## src/rtl/line_printer.sv

```systemverilog
// Line printer: queues (lhs, rhs, last) character pairs and prints them over an 8N1 UART,
// appending CR/LF after the final pair of each line.
module line_printer #(
    parameter int unsigned CLKS_PER_BIT = 16,
    parameter int unsigned FIFO_DEPTH   = 4
) (
    input  logic       clk,
    input  logic       rst,
    input  logic       in_valid,
    input  logic [7:0] in_lhs,
    input  logic [7:0] in_rhs,
    input  logic       in_last,
    output logic       in_ready,
    output logic       tx,
    output logic       busy,
    output logic       line_done
);

    localparam int unsigned PTR_W = (FIFO_DEPTH > 1) ? $clog2(FIFO_DEPTH) : 1;
    localparam int unsigned CNT_W = PTR_W + 1;
    localparam int unsigned BIT_CNT_W = 16;

    typedef struct packed {
        logic [7:0] lhs;
        logic [7:0] rhs;
        logic       last;
    } pair_t;

    typedef enum logic [1:0] {IDLE, START, DATA, STOP} state_t;

    pair_t                mem [FIFO_DEPTH];
    logic [PTR_W-1:0]     wr_ptr, rd_ptr;
    logic [CNT_W-1:0]     count, count_d;
    logic                 push, pop;

    state_t               state, state_d;
    logic [BIT_CNT_W-1:0] bit_cnt, bit_cnt_d;
    logic [2:0]           bit_idx, bit_idx_d;
    logic [1:0]           byte_sel, byte_sel_d;
    pair_t                hold, hold_d;
    logic                 tx_d, line_done_d;
    logic                 last_tick;
    logic [1:0]           last_sel;
    logic [7:0]           cur_byte;

    // Byte sequence of one entry: lhs, rhs, then CR/LF for the last pair of a line
    function automatic logic [7:0] byte_of(input pair_t p, input logic [1:0] sel);
        case (sel)
            2'd0:    byte_of = p.lhs;
            2'd1:    byte_of = p.rhs;
            2'd2:    byte_of = 8'h0D;
            default: byte_of = 8'h0A;
        endcase
    endfunction

    assign in_ready = !rst && (count < CNT_W'(FIFO_DEPTH));
    assign busy     = (state != IDLE) || (count != '0);
    assign push     = in_valid && in_ready;

    // Next-state and serializer datapath
    always_comb begin
        state_d     = state;
        bit_cnt_d   = bit_cnt;
        bit_idx_d   = bit_idx;
        byte_sel_d  = byte_sel;
        hold_d      = hold;
        line_done_d = 1'b0;
        pop         = 1'b0;
        last_tick   = (bit_cnt == BIT_CNT_W'(CLKS_PER_BIT - 1));
        last_sel    = hold.last ? 2'd3 : 2'd1;

        case (state)
            IDLE: begin
                if (count != '0) begin
                    pop        = 1'b1;
                    hold_d     = mem[rd_ptr];
                    state_d    = START;
                    bit_cnt_d  = '0;
                    bit_idx_d  = '0;
                    byte_sel_d = '0;
                end
            end
            START: begin
                if (last_tick) begin
                    bit_cnt_d = '0;
                    bit_idx_d = '0;
                    state_d   = DATA;
                end else begin
                    bit_cnt_d = bit_cnt + BIT_CNT_W'(1);
                end
            end
            DATA: begin
                if (last_tick) begin
                    bit_cnt_d = '0;
                    if (bit_idx == 3'd7) begin
                        state_d = STOP;
                    end else begin
                        bit_idx_d = bit_idx + 3'd1;
                    end
                end else begin
                    bit_cnt_d = bit_cnt + BIT_CNT_W'(1);
                end
            end
            STOP: begin
                if (last_tick) begin
                    bit_cnt_d = '0;
                    if (byte_sel == last_sel) begin
                        state_d     = IDLE;
                        line_done_d = hold.last;
                    end else begin
                        byte_sel_d = byte_sel + 2'd1;
                        state_d    = START;
                    end
                end else begin
                    bit_cnt_d = bit_cnt + BIT_CNT_W'(1);
                end
            end
            default: state_d = IDLE;
        endcase

        cur_byte = byte_of(hold_d, byte_sel_d);
        case (state_d)
            START:   tx_d = 1'b0;
            DATA:    tx_d = cur_byte[bit_idx_d];
            default: tx_d = 1'b1;
        endcase

        count_d = count + CNT_W'(push) - CNT_W'(pop);
    end

    // State, FIFO pointers and registered outputs
    always_ff @(posedge clk) begin
        if (rst) begin
            state     <= IDLE;
            bit_cnt   <= '0;
            bit_idx   <= '0;
            byte_sel  <= '0;
            hold      <= '0;
            tx        <= 1'b1;
            line_done <= 1'b0;
            wr_ptr    <= '0;
            rd_ptr    <= '0;
            count     <= '0;
        end else begin
            state     <= state_d;
            bit_cnt   <= bit_cnt_d;
            bit_idx   <= bit_idx_d;
            byte_sel  <= byte_sel_d;
            hold      <= hold_d;
            tx        <= tx_d;
            line_done <= line_done_d;
            count     <= count_d;
            if (push) wr_ptr <= wr_ptr + PTR_W'(1);
            if (pop)  rd_ptr <= rd_ptr + PTR_W'(1);
        end
    end

    always_ff @(posedge clk) begin
        if (push) mem[wr_ptr] <= '{lhs: in_lhs, rhs: in_rhs, last: in_last};
    end

endmodule

```

## config.mk

```make
export PLATFORM = sky130hd
export DESIGN_NAME = line_printer
export DESIGN_NICKNAME = d
export VERILOG_FILES = /design/src/rtl/line_printer.sv
export SDC_FILE = /design/constraint.sdc
export NUM_CORES = 1
export LEC_CHECK = 0
export ABC_AREA = 1
export CAP_MARGIN = 20
export CORE_MARGIN = 2
export CORE_UTILIZATION = 60
export CTS_BUF_LIST = sky130_fd_sc_hd__clkbuf_4 sky130_fd_sc_hd__clkbuf_8
export CTS_CLUSTER_DIAMETER = 120
export DETAILED_ROUTE_END_ITERATION = 7
export DONT_BUFFER_PORTS = 1
export PLACE_DENSITY = 0.76
export SETUP_SLACK_MARGIN = 0.3
export SYNTH_ARGS = -nofsm -noshare
export SYNTH_HDL_FRONTEND = slang
export SYNTH_SLANG_ARGS = --single-unit
```

## constraint.sdc

```tcl
create_clock -name clk -period 4.67 [get_ports clk]
set_input_delay 0.934 -clock clk [delete_from_list [all_inputs] [get_ports clk]]
set_output_delay 0.934 -clock clk [all_outputs]
set_load 0.005 [all_outputs]
```

Word level (Yosys, flattened, before mapping)

Memory sizes are Yosys's and may differ from the RTL's. A register that Yosys moved wholly into a read port is not among the register bits.
Index checks and enable logic that the tools add are counted.

Add/sub/neg operators: 7
Magnitude comparators: 2
Equality and inequality tests: 11
Muxes and demuxes: 32
Bitwise gates (word level): 3
Reductions and logical operators: 11

Operators with widths:

| cell                    | count |
|---|---|
| $mux W17                | 2 |
| $mux W16                | 2 |
| $pmux W16 S2            | 1 |
| $pmux W8 S3             | 1 |
| $mux W2                 | 11 |
| $add A16 B1 Y16 const B | 1 |
| $eq A16 B4 Y1 const B   | 1 |
| $mux W3                 | 4 |
| $pmux W3 S3             | 1 |
| $eq A2 B2 Y1 const B    | 4 |
| $pmux W2 S4             | 1 |
| $add A2 B1 Y2 const B   | 3 |
| $eq A2 B1 Y1 const B    | 3 |
| $mux W1                 | 6 |
| $logic_not A2 Y1        | 2 |
| $lt A3 B4 Y1 const B    | 1 |
| $pmux W2 S2             | 1 |
| $reduce_or A4 Y1        | 1 |
| $add A3 B1 Y3           | 1 |
| $add A3 B1 Y3 const B   | 1 |
| $bmux W1 S3             | 1 |
| $eq A3 B3 Y1 const B    | 1 |
| $lt A3 B3 Y1 const B    | 1 |
| $not A1 Y1              | 3 |
| other kinds (11)        | 12 |

Bits in registers: 49
Bits in writable memories: 68
Bits of input ports: 20
Logic and storage cells: 79
Memories: 1

Memories:

| memory | words | width | read ports | clocked after memory_dff | write ports | line | RTL |
|---|---|---|---|---|---|---|---|
| mem    | 4     | 17    | 1          | 1                        | 1           | 31   | `pair_t mem [FIFO_DEPTH];` |

Longest topological paths before layout

Gate-level depths: netlist of the first run.

Depth after elaboration: 10
Gate-level depth with buffers: 18
Depth with buffers taken out: 18

Least setup slack after synthesis of the first run

OpenSTA, ideal clock, no wires.

Kind: input to register
Start: in rst
End: reg count[2]
Setup time: 0.120 ns
Data arrival time: 2.457 ns
Slack: 2.093 ns
Stages: 10
Buffers on the path: 0
Cells stage by stage: nor2_1 -> nand2_1 -> ha_1 -> inv_1 -> ha_1 -> inv_1 -> fa_1 -> xor2_1 -> o21ai_0 -> a21oi_1

Cells in the longest elaborated chain, start to end: 5

Ends and longest elaborated chain:

| element              | line | RTL |
|---|---|---|
| from (decl)          | 8    | `input logic rst,` |
| $logic_not A1 Y1     | 56   | `assign in_ready = !rst && (count < CNT_W'(FIFO_DEPTH));` |
| $logic_and A1 B1 Y1  | 56   |  |
| $logic_and A1 B1 Y1  | 58   | `assign push = in_valid && in_ready;` |
| $add A3 B1 Y3        | 128  | `count_d = count + CNT_W'(push) - CNT_W'(pop);` |
| $sub A3 B1 Y3        | 128  |  |
| to (signal assigned) | 152  | `count <= count_d;` |
| to (decl)            | 33   | `logic [CNT_W-1:0] count, count_d;` |

Several ways; a longest one is shown, not always the timed one.
A chain may end at the register's enable or synchronous reset.

Final worst setup path of the first run

Start: reg state[1]
End: out busy

Cells in the longest elaborated chain, start to end: 2

Ends and longest elaborated chain:

| element                | line | RTL |
|---|---|---|
| from (decl)            | 36   | `state_t state, state_d;` |
| from (signal assigned) | 145  | `state <= state_d;` |
| $reduce_bool A2 Y1     | 57   | `assign busy = (state != IDLE) \|\| (count != '0);` |
| $logic_or A1 B1 Y1     | 57   |  |
| to (decl)              | 15   | `output logic busy,` |

Every way passes these cells.

==> results of run 1 <==
[flip-flops by register name, summed over array words and instances (netlist names), named ones only]
name       count
mem           68
hold          17
bit_cnt       16
bit_idx        3
count          3
byte_sel       2
rd_ptr         2
state          2
wr_ptr         2
line_done      1
tx             1
[through the flow]
stage               power, W  hold WS, ns    util  cell area, sq um
global placement    0.002333       0.4462  0.6275              5473
finish              0.003333       0.4623  0.6759              5894
global route        0.003564       0.5035  0.6759              5894
floorplan           0.002166       0.4358       -              5396
detailed placement  0.002372       0.4557  0.6275              5473
CTS                 0.003351       0.4669  0.6759              5894
[final cells by class]
| class | count | area share |
|---|---|---|
| well taps | 108 | 0.02293 |
| multi-input cells | 362 | 0.3375 |
| flip-flops and latches | 119 | 0.5196 |
| inverters | 64 | 0.04076 |
| clock buffers | 17 | 0.03969 |
| clock inverters | 15 | 0.03184 |
| repair buffers | 6 | 0.007642 |
[layout by cell type, fill, tap and decap left out, drive strengths merged]
| cell | count |
|---|---|
| nor3b | 2 |
| a31oi | 3 |
| nand2 | 63 |
| o22ai | 3 |
| xor2 | 2 |
| nor3 | 6 |
| nand3 | 35 |
| and2 | 1 |
| nand3b | 2 |
| a2111oi | 2 |
| inv | 70 |
| a211oi | 2 |
| bufinv | 2 |
| nand4 | 12 |
| a21oi | 19 |
| o21a | 1 |
| ha | 14 |
| clkinvlp | 1 |
| fa | 1 |
| or2 | 10 |
| clkbuf | 17 |
| mux2i | 2 |
| dfxtp | 51 |
| o21ai | 55 |
| o211ai | 8 |
| nor4 | 2 |
| nor2 | 114 |
| clkinv | 6 |
| o21bai | 2 |
| buf | 6 |
| edfxtp | 68 |
| a221oi | 1 |
[cell families after synthesis]
kind of cell             synth area share
AO/OA/AOI/OAI                      0.1046
adder cells (fa/ha/maj)           0.03617
AND/OR/NAND/NOR                    0.2210
multiplexers                     0.003710
buffers and inverters             0.06376
flip-flops                         0.5676
XOR/XNOR                         0.003247
[synth_stat cells (5+ instances only)]
cell type,number
inv_2,8
edfxtp_1,68
nand2_1,52
o211ai_1,8
inv_1,55
ha_1,14
nand3_1,32
dfxtp_1,51
nand4_1,12
a21oi_1,17
buf_2,11
nor2_1,107
o21ai_0,49
o21ai_1,5
nand2_2,6
or2_2,5
nand2_4,5
[final timing paths]
path	start	end	slack, ns	cells past startpoint
worst min register to register	rd_ptr[1]	flop	0.46	2
worst max-delay path	state[1]	busy	1.92	5
worst min-delay path	rd_ptr[1]	flop	0.46	2
worst max register to register	state[1]	count[2]	2.03	12
[power by group through the flow]
stage	registers [W]	clock network (W)	logic, W
after floorplan	0.00129	0	0.000872
after global placement	0.00130	0	0.00103
after detailed placement	0.00131	0	0.00106
after CTS	0.00129	0.000987	0.00108
after global routing	0.00130	0.00104	0.00122
final	0.00129	0.000973	0.00107
[layer usage]
| metal | up-vias | global-route usage | part of all wire |
|---|---|---|---|
| met2 | 104 | 0.3607 | 0.49 |
| met3 | 15 | 0.07660 | 0.071 |
| met4 | 0 | 0.06744 | 0.014 |
| met5 | - | 0 | 0 |
| met1 | 1776 | 0.2892 | 0.43 |
| li1 | 1917 | - | - |
[worst register-to-register path, cell delays in order (launching register included)]
cell and delay, ns:
dfxtp_1 0.36, inv_1 0.14, ha_1 0.24, nand2_4 0.09
inv_2 0.41, ha_1 0.33, inv_1 0.05, ha_1 0.13
inv_1 0.04, fa_1 0.37, xor2_1 0.16, o21ai_0 0.15
a21oi_1 0.05
==> summary by stage, run 1 <==
Outcome
The run finished with clean final reports.

Synth
The count of cell types in the netlist is 49. The synthesized design contains 68 enable-type register cells. The share of synthesized area in the top cell type comes to 0.3784. The number of synthesis warnings is 0. The net count after synthesis is 599. In the synthesized netlist the dominant register cell turns out to be edfxtp_1. Of all flip-flops after synthesis, the portion carrying an async set or reset was 0. By area the synthesized netlist is led by edfxtp_1 (38%), dfxtp_1 (19%), nor2_1 (7.4%). In this run the cell area of the synthesized design comes to 5396 sq um.

Dividing the synthesized area by the synthesized cell count gives 9.568 sq um. The sequential cell area fraction in the yosys report is 0.5676. Of all cell types, the one taking the most synthesized area is edfxtp_1. The flop and latch count out of synthesis is 119. The number of instances in the synthesized netlist is 564.

Global routing
The first global-routing pass estimated 16,950 um of wire. The total global routing overflow is 0. The initial antenna violation count is 0. The maximum number of pins on one net before global-route repair is 36.

The via count of the first global-routing pass is 3,645. The global-route total usage across every layer is 0.2241.

Setup path
Data arrives at the worst endpoint at 1.82 ns. In this design, the stage delay of the slowest critical-path cell is 0.36 ns. The critical path contains buffers and inverters numbering 3 combined. The worst setup path is captured at a primary output. The critical path class is flop to primary output.

Broken down by cell family, the worst path's largest delay share belongs to buffers and inverters. By instance count, the cell type seen most on the critical path is inv_1. STA puts the critical path data required time at 3.74 ns. The highest fanout seen on the critical path is 15. The highest-delay cell along the critical path is dfxtp_1. The worst setup path is launched from a flop. Walking the worst path, the cells encountered are inv_1 > ha_1 > inv_1 > nor2_4 > inv_2.

Detailed routing
The number of search-and-repair iterations in the first detailed-routing pass is 5. In this run the remaining antenna-violating nets after routing total 0. The post-detailed-route wirelength per cell is 14.75 um. For this block, the routed nets add up to 10,190 um of wire. For this block, the initial DRC count from the detailed router was 259. Dividing the detail-routed via count by the number of cells gives 5.517. The remaining design rule violation count is 0. The detailed router placed 3,812 vias in this run.

Clocking
The clock transition at the registers of the reported paths is 0.08 ns. Post-CTS timing repair inserted 0 buffers for setup. The number of buffers created by CTS is 17. The clock root buffer is clkbuf_8. The hold buffer count at cts is 0.

The clock reaches the later pin of the worst-skew pair after 0.43 ns. The TritonCTS clock tree is done. The number of sinks driven by the clock tree is 119. The H-tree was split into 4 levels. In this run, post-CTS repair resized a total of 0 instances. No sink is reached through more buffers than the 2 on the longest clock path.

Worst hold path
The worst min-delay path class is flop to flop.

Die
The standard cell core area is 8721 sq um. The row count is 34. The die extent in x is 98.84 um. The die height is 98.84 um. The I/O pin count is 24. The area of the die is 9768 sq um. The starting density of the core is 0.6188.

Power
The internal power is 0.002082 W. Of the total power, the clock network draws 0.292. The combinational group share of total power is 0.322.

IR analysis of the VDD net gives a maximum drop of 0.3295 mV. The share of total power dissipated in sequential elements is 0.386. The net switching fraction of the power is 0.3754.

The switching power is 0.001251 W. The static leakage is 2.277 nW. The power density over the cells is 565.5 nW/um^2.

Placed design
Routability-driven placement finished with a final weighted congestion of 0.8923. The number of cells after detailed placement is 659. The placed wire-length estimate is 6616 um. In this run the tool buffered the top-level ports with 0 buffer cells. The pre-CTS setup slack is 1.962 ns.

STA
Counting I/O delays and the setup requirement, the final critical path takes 2.751 ns. The transition time at the pin with the least slew margin is 0.5409 ns. Setup repair after global routing left no endpoint under its margin. Headroom to the max-slew limit came out at 0.6389. The max-slew violation count is 0. Clock skew on the completed layout was measured at 0.008808 ns. Derived from the worst setup path, the maximum achievable clock frequency is 363.5 MHz. The setup TNS is 0 ns. Setup violations remaining at the end of the flow were counted as 0. Of the available clock period, the critical path in the final layout requires 0.5891.

The number of hold-slack violations in the final timing report is 0. The post-route worst setup slack is 1.919 ns.

Finish
The non-filler instance count after layout is 691. In the final layout, flip-flops and latches occupy 3063 sq um. The multi-input combinational cells in the finished layout cover a total of 1989 sq um.

In the final layout, the share of cells above drive strength 1 is 0.1355. The number of fill cells in the layout is 671. For this run, the post-layout net count is 605.

The repair_antennas step left the layout with diodes totalling 0. The relative area change from synthesis to final layout is 9.228%.

Job
Across the run, the number of max-cap violations was 0.
Power figures use the tool's default switching activity.
==> inputs of run 2 (changes only) <==
CORE_UTILIZATION = 59   (was 60)
PLACE_DENSITY = 0.78   (was 0.76)
clock period = 2.4 ns   (was 4.67 ns; I/O delays follow)
==> run 2 against run 1 <==
Flip-flop and latch count unchanged. Clock skew increased by 0.0053 ns. Global-route usage increased by 0.14 points. Hold slack got worse by 0.37 ns. Via count increased by 1.1%. Power increased by 100%. Final area increased by 3.7%. Critical path type is now flop to flop. Highest routed layer unchanged.
==> summary by stage, run 2 (same netlist as run 1, synthesis figures left out) <==
Die
The die height came to 99.64 um (+0.81%). The I/O pin count is 24 (unchanged). The die extent in x came to 99.64 um (+0.81%).

The row count is 34 (unchanged). The standard cell core area is 8806 sq um (+0.98%). The area of the die is 9927 sq um (+1.6%). The starting density of the core is 0.6128 (-0.005979).

Detailed routing
The count of vias placed by the detailed router is 3,855 (+1.1%). The remaining design rule violation count came to 0 (unchanged). The first-iteration detailed-routing DRC count is 178 (-31%). The aggregate routed wire length is 10,490 um (+3.0%). The post-detailed-route wirelength per cell was 14.86 um (+0.77%). The detail-routed via count per cell is 5.460 (-1.0%). The number of search-and-repair iterations in the first detailed-routing pass is 5 (unchanged).

The remaining number of nets flagged by the antenna check after routing is 0 (unchanged).

Finish
The fraction of layout instances using a drive strength above 1 came to 0.1957 (+0.06015). The largest registers in the layout are mem (68), hold (17), bit_cnt (16). Leaving out fill and tap cells, the most frequent cells in the layout are nor2_1 (103), edfxtp_1 (68), inv_1 (51), nand2_1 (50), o21ai_0 (47). The register with the most flip-flops is mem.

The number of nets in the finished design was 620 (+2.5%). The number of flip-flops under the largest register name is 68 (unchanged). The diode insertion count for antenna repair is 0 (unchanged). The leading cell type in the layout, fill and taps excluded is nor2_1. The area of all placed cells without fillers is 6113 sq um (+3.7%).

Relative to the synthesized area, the layout overhead comes to 13.29%.

Placed design
The placed wire-length estimate is 6714 um (+1.5%). The weighted congestion at the end of routability-driven global placement is 0.8497 (-4.8%). The cell area after placement came to 5528 sq um (+1.0%). The number of buffers inserted by port buffering is 0 (unchanged).

Global routing
The global-route total usage across every layer is 0.2255 (+0.001397). The via count of the first global-routing pass is 3,754 (+3.0%). The total global routing overflow came to 0 (unchanged).

The wire length of the first global-routing pass is 17,280 um (+1.9%). The initial antenna violation count was 0 (unchanged). The maximum number of pins on one net before global-route repair is 35 (-2.8%).

Power
The maximum VDD drop is 0.9805 mV (+200%). The power density over the cells came to 1105 nW/um^2 (+95%). The sum of internal, switching and leakage power is 0.006756 W (+100%). The static leakage is 2.324 nW (+2.1%).

Worst hold path
The worst hold path begins at rst. The path with the worst hold slack has its endpoint at bit_cnt[1]. The instance count along the most critical hold path is 1 (-1). The path class of the tightest hold or removal check is input pin to flop.

Clocking
The clock root buffer is clkbuf_8. The number of buffers created by CTS was 17 (unchanged). The maximum clock insertion buffer count was 2 (unchanged). The clock transition at the registers of the reported paths was 0.08 ns (about the same). The later-pin clock latency in the skew report is 0.45 ns (+0.02 ns). The TritonCTS clock tree is done. The number of sinks driven by the clock tree is 119 (unchanged). The H-tree depth came to 4 (unchanged).

Setup path
The critical path capture point type is a flop. The highest fanout seen on the critical path is 3 (-12). The arrival time of the worst setup path is 2.39 ns (+0.57 ns). The destination of the worst register-to-register timing path is count[2]. The logic depth of the worst register-to-register path is 12 (unchanged). The worst register-to-register path begins at count[1]. The worst path required time was 2.77 ns (-0.97 ns). The startpoint class of the critical path is a flop. The critical path class is flop to flop. The flop-to-flop setup slack is 0.37 ns (-1.66 ns).

STA
The largest clock skew in the final design is 0.01409 ns (+0.005284 ns). The transition time at the pin with the least slew margin is 0.3562 ns (-0.1847 ns). Of the available clock period, the critical path in the final layout requires 0.8440. Setup repair after global routing could not meet its margin everywhere. The normalized max-slew margin is 0.7617 (+0.1228). The number of hold-slack violations in the final timing report came to 0 (unchanged). The worst slack on hold paths is 0.09468 ns (-0.3676 ns). The top achievable clock speed is 493.7 MHz. The clock period minus final worst setup slack is 2.026 ns. The setup TNS is 0 ns (unchanged).

The total setup violations reported at the end of the flow came to 0 (unchanged). The max-slew violation count was 0 (unchanged).

Job
The max-cap violation count is 0 (unchanged).

Outcome
The flow ran to the end, and the final reports show no timing, DRC or antenna violations.
[run 2: cell types whose count changed in the layout (fill, tap and decap cells not counted), sizes merged]
cell / delta
buf: +14
clkinvlp: +3
bufinv: -2
clkinv: -2
inv: +2
[run 2: area by class of cell]
type | instances | area (sq um)
clock buffer | 17 | 234.0
clock inverter | 15 | 156.4
fill | 645 | 2693
inverter | 64 | 251.5
multi-input combinational | 362 | 2086
sequential | 119 | 3083
tap | 108 | 135.1
timing repair buffer | 20 | 162.7
timing repair inverter | 1 | 5.005
[run 2: critical path, stage by stage (launching register included)]
cell	delay, ns
dfxtp_4	0.37
nor2_4	0.14
nand2_4	0.08
nand2_4	0.09
inv_4	0.05
ha_4	0.20
inv_2	0.04
ha_2	0.16
inv_2	0.04
fa_2	0.37
xor2_2	0.19
o21ai_1	0.08
a21oi_1	0.13
[run 2: through the flow]
stage                     std cells  setup slack, ns  utilization
after floorplan                 564           0.3234            -
after global placement          664           0.3449       0.6277
after detailed placement        664           0.3061       0.6277
after CTS                       699           0.3048       0.6746
after global routing            706           0.2676       0.6942
final                           706           0.3744       0.6942
[run 2: power breakdown]
part / internal [W] / switching [W]
combinational: 0.000950 / 0.00152
sequential: 0.00242 / 0.000129
clock: 0.000778 / 0.000968
total: 0.00414 / 0.00261
[run 2: layer usage]
layer / wire (um) / track usage / up-vias
li1: - / - / 1953
met1: 4644 / 0.2847 / 1811
met2: 5217 / 0.3628 / 79
met3: 499 / 0.08082 / 12
met4: 133 / 0.07692 / 0
met5: 0 / 0 / -
[run 2: repair_timing]
action / in CTS / in global routing
setup endpoints to repair: 1 / 4
buffers inserted: 3 / 6
gates cloned: 0 / 1
pin swaps: 1 / 9
resized for setup: 0 / 36
hold buffers: 0 / 0
[run 2: worst max-delay path by stage]
stage / start / to / slack [ns] / depth (start not counted)
6_report: count[1] / count[2] / 0.37 / 12
5_1_grt: state[0] / tx / 0.27 / 16
4_1_cts: bit_cnt[0] / tx / 0.30 / 18
3_5_place_dp: rst / count[2] / 0.31 / 10
3_3_place_gp: rst / count[2] / 0.34 / 10
2_1_floorplan: state[0] / count[2] / 0.32 / 13
==> inputs of run 3 (changes only) <==
CORE_UTILIZATION = 60   (was 59)
PLACE_DENSITY = 0.76   (was 0.78)
clock period = 1.95 ns   (was 2.4 ns; I/O delays follow)
==> run 3 against run 2 <==
The flow now finishes with violations (setup timing). Sequential share of layout area fell by 5.4 points. Clock-buffer cell count did not move. Highest routed layer unchanged. Clock power rose by 23%. Utilization rose by 9.1 points. Clock skew barely moved. Register-to-register slack got worse by 0.59 ns. Via count rose by 13%. Combinational power rose by 59%. Critical path depth fell by 1. Non-clock buffer count rose by 50. Maximum frequency fell by 6.5%. Final area rose by 12%.
==> summary by stage, run 3 (same netlist as run 1, synthesis figures left out) <==
STA
The normalized max-slew margin was 0.7747 (+0.01298). The total setup violations reported at the end of the flow is 4 (+4). The post-route worst setup slack is -0.2156 ns (-0.5900 ns). The top achievable clock speed is 461.8 MHz (-6.5%). The transition time at the pin with the least slew margin is 0.3352 ns (-0.02095 ns). The worst slack on hold paths is 0.009417 ns (-0.08526 ns). The max-slew violation count is 0 (unchanged).

Setup repair after global routing could not meet its margin everywhere. The largest clock skew in the final design was 0.01360 ns (-0.0004944 ns). The post-route fraction of the period consumed by the critical path is 1.111 (+0.2665). The clock period minus final worst setup slack is 2.166 ns (+0.1400 ns). The number of hold-slack violations in the final timing report is 0 (unchanged).

Finish
The combined area of the multi-input logic cells came to 2345 sq um (+12%). The relative area change from synthesis to final layout is 26.85%. Ranked by flip-flop count, first place goes to mem. The fraction of layout instances using a drive strength above 1 is 0.3241 (+0.1284).

In the layout the commonest cells are nor2_1 (95), edfxtp_1 (68), inv_1 (50), buf_4 (50), o21ai_0 (45). The number of flip-flops under the largest register name came to 68 (unchanged). The leading cell type in the layout, fill and taps excluded is nor2_1.

The largest registers in the layout are mem (68), hold (17), bit_cnt (16). The diode insertion count for antenna repair is 0 (unchanged). The number of nets in the finished design is 670 (+8.1%). The area occupied by registers is 3084 sq um (about the same). The number of fill cells in the layout is 489 (-24%). The area of all placed cells without fillers came to 6845 sq um (+12%).

Global routing
The wire length of the first global-routing pass is 19,550 um (+13%). The maximum number of pins on one net before global-route repair came to 33 (-5.7%). The initial antenna violation count is 0 (unchanged). The global-route total usage across every layer is 0.2576 (+0.03210). The via count of the first global-routing pass is 4,059 (+8.1%). The total global routing overflow is 0 (unchanged).

Power
The maximum VDD drop is 1.060 mV (+8.1%). The sum of internal, switching and leakage power is 0.009195 W (+36%). The power density over the cells was 1343 nW/um^2 (+22%). The static leakage was 2.677 nW (+15%).

Placed design
The pre-CTS setup slack is -0.03951 ns (-0.3456 ns). The placed wire-length estimate came to 7108 um (+5.9%). The number of buffers inserted by port buffering is 0 (unchanged). The weighted congestion at the end of routability-driven global placement came to 0.8799 (+3.6%). The cell area after placement came to 5668 sq um (+2.5%).

Detailed routing
The remaining design rule violation count is 0 (unchanged). The number of search-and-repair iterations in the first detailed-routing pass is 4 (-1). The aggregate routed wire length is 13,840 um (+32%). The post-detailed-route wirelength per cell is 18.31 um (+23%).

The detail-routed via count per cell was 5.749 (+5.3%). The count of vias placed by the detailed router was 4,346 (+13%). The first-iteration detailed-routing DRC count came to 219 (+23%). The remaining number of nets flagged by the antenna check after routing is 0 (unchanged).

Setup path
The critical path buffer and inverter count is 2 (-1). The family with the most delay on the worst path is simple AND/OR/NAND/NOR gates. The flop-to-flop setup slack is -0.22 ns (-0.59 ns). Traced cell by cell, the critical path runs through buf_6 > buf_6 > nand2_4 > nor2_4 > nand4_1 > nor2_2 > nand4_1 > nor4_2 > nand4_1 > o21ai_1 > a21oi_1. The largest incremental delay on the critical path is 0.38 ns (about the same). The highest-delay cell along the critical path is dfxtp_4. The worst path required time came to 2.26 ns (-0.51 ns). STA classifies the critical path endpoint as a flop.

By instance count, the cell type seen most on the critical path is nand4_1. The worst setup path is launched from a flop. The worst setup path is of the flop to flop kind. The arrival time of the worst setup path came to 2.48 ns (+0.09 ns). The highest fanout seen on the critical path is 3 (unchanged).

Die
The standard cell core area is 8721 sq um (-0.97%). The starting density of the core was 0.6188 (+0.005979). The I/O pin count is 24 (unchanged).

The die height came to 98.84 um (-0.80%). The die extent in x is 98.84 um (-0.80%). The row count was 34 (unchanged).

The area of the die is 9768 sq um (-1.6%).

Worst hold path
The worst min-delay path class is input pin to flop.

Clocking
TritonCTS built the clock tree. The hold buffer count at cts is 0 (unchanged). The number of sinks driven by the clock tree is 119 (unchanged). The maximum clock insertion buffer count is 2 (unchanged).

The H-tree depth is 4 (unchanged). The clock transition at the registers of the reported paths was 0.09 ns (about the same). The number of buffers created by CTS is 17 (unchanged). The later-pin clock latency in the skew report is 0.43 ns (-0.02 ns). The clock root buffer is clkbuf_8.

Job
The max-cap violation count was 0 (unchanged).

Outcome
The checks that failed: setup timing. The run finished, with violations left.
[run 3: repair_timing]
item | in CTS | in global routing
gates resized for setup | 34 | 68
endpoints found under the hold margin | 0 | 12
buffers inserted | 31 | 15
endpoints found under the setup margin | 18 | 22
pin swaps | 17 | 22
cloned | 2 | 0
[run 3: worst paths after layout]
check	startpoint	endpoint	cells after the start
max	bit_cnt[0]	bit_cnt[15]	11
min	rst	bit_cnt[1]	1
max reg2reg	bit_cnt[0]	bit_cnt[15]	11
min reg2reg	count[2]	count[2]	1
[run 3: layout make-up]
cell class | count | share of cell area
flip-flops and latches | 119 | 0.4506
clock inverters | 15 | 0.02248
multi-input cells | 363 | 0.3425
clock buffers | 17 | 0.03418
repair buffers | 70 | 0.09267
well taps | 108 | 0.01974
inverters | 64 | 0.03784
[run 3: through the flow]
stage                     instances    util  setup TNS [ns]
after detailed placement        676  0.6499        -0.04600
after global routing            756  0.7849          -1.093
after CTS                       741  0.7390               0
after global placement          676  0.6499        -0.02465
after floorplan                 564       -        -0.04880
final                           756  0.7849         -0.5186
[run 3: power by group]
part	internal [W]	switching [W]	leakage, nW
logic	0.00162	0.00230	1.45
registers	0.00297	0.000151	1.04
clock network	0.000957	0.00120	0.192
[run 3: per-layer routing]
| layer | up-vias | share of wire | track usage |
|---|---|---|---|
| li1 | 2051 | - | - |
| met5 | - | 0 | 0 |
| met1 | 2090 | 0.39 | 0.3057 |
| met2 | 175 | 0.52 | 0.4480 |
| met3 | 30 | 0.069 | 0.07872 |
| met4 | 0 | 0.022 | 0.08325 |
